$ cat src/rtl/logic_sweep_ctrl_pkg.sv
// Shared definitions for the exhaustive gate-network sweep controller.
// Holds the state encoding and the width helpers used by the controller, its timer and its interface.
package logic_sweep_ctrl_pkg;

  typedef enum logic [1:0] {
    ST_IDLE = 2'd0,
    ST_RUN  = 2'd1,
    ST_DONE = 2'd2
  } sweep_state_t;

  localparam int NUM_IN_DEFAULT = 3;
  localparam int SETTLE_DEFAULT = 2;

  function automatic int num_vectors(input int num_in);
    return 1 << num_in;
  endfunction

  // Wide enough to hold every count from 0 up to and including SETTLE_CYCLES.
  function automatic int cnt_width(input int settle_cycles);
    return $clog2(settle_cycles + 1);
  endfunction

endpackage

$ cat src/rtl/logic_sweep_ctrl_if.sv
// Control, observation and gate-network signals of the sweep controller.
// The slave modport is the controller's view; the master modport is the board/test side.
interface logic_sweep_ctrl_if #(
  parameter int NUM_IN = logic_sweep_ctrl_pkg::NUM_IN_DEFAULT
);
  import logic_sweep_ctrl_pkg::*;

  localparam int NV = num_vectors(NUM_IN);

  logic              start;
  logic              abort;
  logic              dut_y;
  logic [NUM_IN-1:0] dut_in;
  logic              busy;
  logic              done;
  logic              pass;
  logic [NV-1:0]     captured;
  logic [NV-1:0]     fail_vec;

  modport master (
    output start, abort, dut_y,
    input  dut_in, busy, done, pass, captured, fail_vec
  );

  modport slave (
    input  start, abort, dut_y,
    output dut_in, busy, done, pass, captured, fail_vec
  );

endinterface

$ cat src/rtl/logic_sweep_ctrl_timer.sv
// Settle-window counter: counts each enabled cycle and wraps to zero on its own terminal count,
// so the controller sees tc exactly once every SETTLE_CYCLES+1 cycles.
module sweep_settle_timer
  import logic_sweep_ctrl_pkg::*;
#(
  parameter int SETTLE_CYCLES = SETTLE_DEFAULT
) (
  input  logic clk,
  input  logic rst,
  input  logic clear,
  input  logic enable,
  output logic tc
);

  localparam int CW = cnt_width(SETTLE_CYCLES);

  logic [CW-1:0] cnt;

  assign tc = (cnt == CW'(SETTLE_CYCLES));

  always_ff @(posedge clk or posedge rst) begin
    if (rst) begin
      cnt <= '0;
    end else if (clear) begin
      cnt <= '0;
    end else if (enable) begin
      cnt <= tc ? '0 : cnt + CW'(1);
    end
  end

endmodule

$ cat src/rtl/logic_sweep_ctrl.sv
// Self-test sequencer: walks every input vector through the gate network, samples Y after a settle
// window and compares the captured truth table against GOLDEN.
module logic_sweep_ctrl
  import logic_sweep_ctrl_pkg::*;
#(
  parameter int                              NUM_IN        = NUM_IN_DEFAULT,
  parameter int                              SETTLE_CYCLES = SETTLE_DEFAULT,
  parameter logic [(1 << NUM_IN)-1:0]        GOLDEN        = {(1 << NUM_IN){1'b1}}
) (
  input  logic                clk,
  input  logic                rst,
  logic_sweep_ctrl_if.slave   bus
);

  localparam int NV = num_vectors(NUM_IN);

  sweep_state_t      state, state_next;
  logic [NUM_IN-1:0] idx, idx_next;
  logic [NUM_IN-1:0] dut_in_r, dut_in_next;
  logic [NV-1:0]     captured_r, captured_next;
  logic [NV-1:0]     fail_r, fail_next;
  logic              busy_r, busy_next;
  logic              done_r, done_next;
  logic              pass_r, pass_next;
  logic              tc;

  // The timer only runs in RUN, so every sweep starts with a fresh settle window.
  sweep_settle_timer #(
    .SETTLE_CYCLES(SETTLE_CYCLES)
  ) u_timer (
    .clk    (clk),
    .rst    (rst),
    .clear  ((state != ST_RUN) || bus.abort),
    .enable (state == ST_RUN),
    .tc     (tc)
  );

  always_ff @(posedge clk or posedge rst) begin
    if (rst) begin
      state      <= ST_IDLE;
      idx        <= '0;
      dut_in_r   <= '0;
      captured_r <= '0;
      fail_r     <= '0;
      busy_r     <= 1'b0;
      done_r     <= 1'b0;
      pass_r     <= 1'b0;
    end else begin
      state      <= state_next;
      idx        <= idx_next;
      dut_in_r   <= dut_in_next;
      captured_r <= captured_next;
      fail_r     <= fail_next;
      busy_r     <= busy_next;
      done_r     <= done_next;
      pass_r     <= pass_next;
    end
  end

  // Abort overrides everything but leaves the partial capture visible for debug.
  always_comb begin
    state_next    = state;
    idx_next      = idx;
    dut_in_next   = dut_in_r;
    captured_next = captured_r;
    fail_next     = fail_r;
    busy_next     = busy_r;
    done_next     = done_r;
    pass_next     = pass_r;

    if (bus.abort) begin
      state_next  = ST_IDLE;
      idx_next    = '0;
      dut_in_next = '0;
      busy_next   = 1'b0;
      done_next   = 1'b0;
      pass_next   = 1'b0;
    end else begin
      case (state)
        ST_IDLE, ST_DONE: begin
          if (bus.start) begin
            state_next    = ST_RUN;
            idx_next      = '0;
            dut_in_next   = '0;
            captured_next = '0;
            fail_next     = '0;
            busy_next     = 1'b1;
            done_next     = 1'b0;
            pass_next     = 1'b0;
          end
        end
        ST_RUN: begin
          if (tc) begin
            captured_next[idx] = bus.dut_y;
            fail_next[idx]     = bus.dut_y ^ GOLDEN[idx];
            if (idx == NUM_IN'(NV - 1)) begin
              state_next = ST_DONE;
              busy_next  = 1'b0;
              done_next  = 1'b1;
              pass_next  = ~|fail_next;
            end else begin
              idx_next    = idx + NUM_IN'(1);
              dut_in_next = idx + NUM_IN'(1);
            end
          end
        end
        default: begin
          state_next = ST_IDLE;
        end
      endcase
    end
  end

  assign bus.dut_in   = dut_in_r;
  assign bus.captured = captured_r;
  assign bus.fail_vec = fail_r;
  assign bus.busy     = busy_r;
  assign bus.done     = done_r;
  assign bus.pass     = pass_r;

endmodule

$ cat src/flat_wrapper.sv
// flat-port wrapper written by rule: the top's interface ports become plain ports
module logic_sweep_ctrl_flat import logic_sweep_ctrl_pkg::*;
#(
  parameter int                              NUM_IN        = NUM_IN_DEFAULT,
  parameter int                              SETTLE_CYCLES = SETTLE_DEFAULT,
  parameter logic [(1 << NUM_IN)-1:0]        GOLDEN        = {(1 << NUM_IN){1'b1}}
)
  (clk, rst, bus_start, bus_abort, bus_dut_y, bus_dut_in, bus_busy, bus_done, bus_pass, bus_captured, bus_fail_vec);
  logic_sweep_ctrl_if #(.NUM_IN(NUM_IN)) bus_i ();
  input  logic clk;
  input  logic rst;
  input wire logic [$bits(bus_i.start)-1:0] bus_start;
  input wire logic [$bits(bus_i.abort)-1:0] bus_abort;
  input wire logic [$bits(bus_i.dut_y)-1:0] bus_dut_y;
  output wire logic [$bits(bus_i.dut_in)-1:0] bus_dut_in;
  output wire logic [$bits(bus_i.busy)-1:0] bus_busy;
  output wire logic [$bits(bus_i.done)-1:0] bus_done;
  output wire logic [$bits(bus_i.pass)-1:0] bus_pass;
  output wire logic [$bits(bus_i.captured)-1:0] bus_captured;
  output wire logic [$bits(bus_i.fail_vec)-1:0] bus_fail_vec;
  assign bus_i.start = bus_start;
  assign bus_i.abort = bus_abort;
  assign bus_i.dut_y = bus_dut_y;
  assign bus_dut_in = bus_i.dut_in;
  assign bus_busy = bus_i.busy;
  assign bus_done = bus_i.done;
  assign bus_pass = bus_i.pass;
  assign bus_captured = bus_i.captured;
  assign bus_fail_vec = bus_i.fail_vec;
  logic_sweep_ctrl #(.NUM_IN(NUM_IN), .SETTLE_CYCLES(SETTLE_CYCLES), .GOLDEN(GOLDEN)) u_core (.clk(clk), .rst(rst), .bus(bus_i));
endmodule
$ cat config.mk
export PLATFORM = sky130hd
export DESIGN_NAME = logic_sweep_ctrl_flat
export DESIGN_NICKNAME = d
export VERILOG_FILES = /design/src/rtl/logic_sweep_ctrl_pkg.sv /design/src/rtl/logic_sweep_ctrl_if.sv /design/src/rtl/logic_sweep_ctrl_timer.sv /design/src/rtl/logic_sweep_ctrl.sv /design/src/flat_wrapper.sv
export SDC_FILE = /design/constraint.sdc
export NUM_CORES = 1
export LEC_CHECK = 0
export CAP_MARGIN = 20
export CORE_MARGIN = 1
export CORE_UTILIZATION = 52
export DETAILED_ROUTE_END_ITERATION = 7
export GPL_TIMING_DRIVEN = 0
export PLACE_DENSITY = 0.81
export SLEW_MARGIN = 20
export SYNTH_ARGS = -nofsm -noshare
export SYNTH_HDL_FRONTEND = slang
export SYNTH_HIERARCHICAL = 1
export SYNTH_SLANG_ARGS = --single-unit
$ cat constraint.sdc
create_clock -name clk -period 3.05 [get_ports clk]
set_input_delay 0.4575 -clock clk [delete_from_list [all_inputs] [get_ports clk]]
set_output_delay 0.4575 -clock clk [all_outputs]
set_load 0.005 [all_outputs]
==> metrics.md <==
| Metric | Value |
|---|---|
| Register area share after synthesis | `47.4%` |
| RSZ-0062 raised after global routing | `false` |
| WL final | `3250 µm` |
| Setup_tns | `0 ns` |
| Inst Count DP | `195` |
| Drt via density | `6.14` |
| Syn avg cell area | `just under 10 µm²` |
| First-pass GRT wire length | `between 5000 and 6000 µm` |
| Global Route Usage Sum | `27.2%` |
| Hold/Removal Path Class | `input pin to async pin` |
| Fmax | `471 MHz` |
| Final net count | `177` |
| Layer with the highest usage | `met2` |
| Cells after Synth | `139` |
| Initial antenna violation count | `0` |
| Final hold violations | `0` |
| Die area | `2850 µm²` |
| Final core utilization | `between 60% and 70%` |
| ANT cells | `0` |
| GR Util met1 | `between 30% and 40%` |
| Pre-CTS setup slack | `0.580 ns` |
| Die W | `roughly 53 µm` |
| Total power divided by cell area | `approximately 340 nW/µm²` |
| Core Box Area | `2480 µm²` |
| Critical Path RT | `between 3 and 4 ns` |
| Worst Setup Slack, final | `roughly 0.9 ns` |
| ANT nets after route | `0` |
| CP startpoint kind | `input pin` |
| Synth-to-layout area growth | `24.4%` |
| Synth warnings | `6` |
| Hold_buf cts | `0` |
| Post-synth ARST share | `100%` |
| Number of synthesized register bits | `26` |
| Final setup violation count | `0` |
| Met3 GRT Util | `2.87%` |
| Crit path time final | `about 2.1 ns` |
| Measured slew at the worst slew-check pin | `0.922 ns` |
| Max Cap Viol | `0` |
| CTS Buf Count | `3` |
| GRT met2 Usage | `a little over two fifths` |
| Post-synth EDFFs | `0` |
| Final Wtd Congestion | `0.817` |
| Post-CTS Resized | `0` |
| Top-level port count | `27` |
| DR iter-0 viols | `32` |
| Dpl cell area | `1670 µm²` |
| Final Power | `581 µW` |
| Post-Layout Cell Count | `199` |
| Initial core utilization | `55.4%` |
| Latest clock arrival within the worst-skew pair | `0.34 ns` |
| Max FO, Critical Path | `8` |
| Sink Count | `26` |
| Outcome | `finished, final reports clean` |
| Total grt overflow | `0` |
| CTS tree | `built` |
| Post-synthesis cell area | `1370 µm²` |
| Routed vias | `1222` |
| DIE HEIGHT | `roughly 53 µm` |
| Cell Rows | `18` |
| Primary FF master, synth | `dfrtp_1` |
| Clock-pin slew on the worst setup and hold paths | `0.15 ns` |
| Share of cells above drive strength 1 | `under 10%` |
| Crit. End Element | `flip-flop` |
| Critical path origin | `bus_abort` |
| Static leakage | `approximately 0.72 nW` |
| Largest net degree at the start of global routing | `25` |
| Relative slew slack | `38.5%` |
| Peak VDD IR | `roughly 340 µV` |
| Netlist cell types | `approximately 40` |
| CP arrival | `2.37 ns` |
| DR DRC count | `0` |
| DR WL/cell | `16.4 µm` |
| Fin area | `around 1700 µm²` |
| Setup Buffers After CTS | `0` |
| Input/output buffers | `26` |
| Final setup skew | `roughly 0.0055 ns` |
| Worst hold slack | `between 0.2 and 0.3 ns` |
| Setup CP Type | `input pin to flip-flop` |
| FILL cells | `214` |
| Reg-to-reg startpoint | `u_core/u_timer/cnt[0]` |
| Final Max Slew Viols | `0` |
| Syn Nets | `146` |
| Worst-case clock buffer depth | `2` |
| Vias in the first global route | `around 1200` |
| First-pass DRT Iterations | `4` |
| Final Cycle Share | `between 60% and 70%` |
| Root Driver | `clkbuf_4` |
| Total number of H-tree levels | `1` |
| Detailed placement HPWL | `between 2000 and 2500 µm` |
==> synth_stat cells, drive strengths merged (2+ instances only) <==
library cell	number	area [µm²]
mux2	2	22.5
a32o	3	30.0
a22o	5	43.8
a211oi	2	15.0
nand2	16	60.1
a21oi	7	35.0
or3b	4	37.5
nand3b	3	22.5
o2bb2ai	6	52.6
nor3	2	10.0
nor2	9	33.8
dfrtp	26	651
inv	5	18.8
nor3b	4	30.0
nor2b	2	12.5
o22ai	2	12.5
clkbuf	4	15.0
ha	2	25.0
a311oi	2	17.5
o21ai	10	50.1
nand2b	6	37.5
a21o	2	15.0
buf	3	16.3
==> kinds of logic after synthesis <==
group	Yosys count	synth area share (%)
DFF	26	47.4
AOI/OAI and AO/OA	43	23.4
muxes	2	1.64
adders and majority gates	2	1.82
and+or+nand+nor	53	21.4
xor gates and xnor gates	1	0.639
buffers and inverters	12	3.65
==> routing by layer <==
metal,vias to the layer above,wire (µm)
met2,41,1560
met1,606,1530
met3,5,123
met4,0,45
met5,-,0
li1,570,-
==> sequential cells by signal, summed over array words and instances, names as in the netlist <==
signal               cells
u_core/bus.busy          1
u_core/bus.pass          1
u_core/bus.dut_in        3
u_core/bus.captured      8
u_core/state             2
u_core/bus.fail_vec      8
u_core/u_timer/cnt       2
u_core/bus.done          1
==> report_power, final <==
part | internal [mW] | switching (mW)
sequential | 0.347 | 0.00227
clock | 0.0733 | 0.110
combinational | 0.0169 | 0.0306
total | 0.438 | 0.143
==> cell type report <==
| cell class | instances | area, µm² | area share [%] |
|---|---|---|---|
| flip-flops and latches | 26 | 651 | 38.2 |
| repair buffers | 26 | 260 | 15.3 |
| well taps | 30 | 37.5 | 2.20 |
| inverters | 5 | 18.8 | 1.10 |
| clock buffers | 4 | 36.3 | 2.13 |
| multi-input cells | 101 | 671 | 39.3 |
| plain buffers | 7 | 31.3 | 1.83 |
==> critical path, stage by stage <==
cell,delay (ns)
clkdlybuf4s50_1,0.57
nor3b_1,0.63
or2_1,0.32
o21ai_1,0.13
a22o_1,0.25
==> path summary, 6_finish.rpt <==
path | endpoint | slack [ns] | depth (start not counted)
min reg2reg | u_core/bus.busy | 0.50 | 1
max | u_core/bus.fail_vec[1] | 0.93 | 5
min | u_core/u_timer/cnt[0] | 0.29 | 2
max in group asynchronous | u_core/state[1] | 1.85 | 2
min in group clk | u_core/bus.busy | 0.50 | 1
max reg2reg | u_core/bus.fail_vec[0] | 1.02 | 5
==> layout by cell type, fill, tap and decap left out, drive strengths merged <==
cell type / n
o211ai: 1
a31oi: 1
a211oi: 2
xor2: 1
or3b: 4
o22ai: 2
dfrtp: 26
o2bb2ai: 6
nor3b: 4
mux2: 2
a311oi: 2
a2111oi: 1
clkbuf: 8
o31ai: 1
nor2: 9
a21oi: 7
nand3: 1
nor4bb: 1
nor3: 2
a21o: 2
nand3b: 3
inv: 5
a32o: 3
nand2: 16
clkdlybuf4s50: 26
and3: 1
nor2b: 2
nand4: 1
and3b: 1
o21ai: 10
and2b: 1
a22o: 5
buf: 3
or2: 1
nand2b: 6
ha: 2
Note: power is estimated with default switching activity, not from simulation.
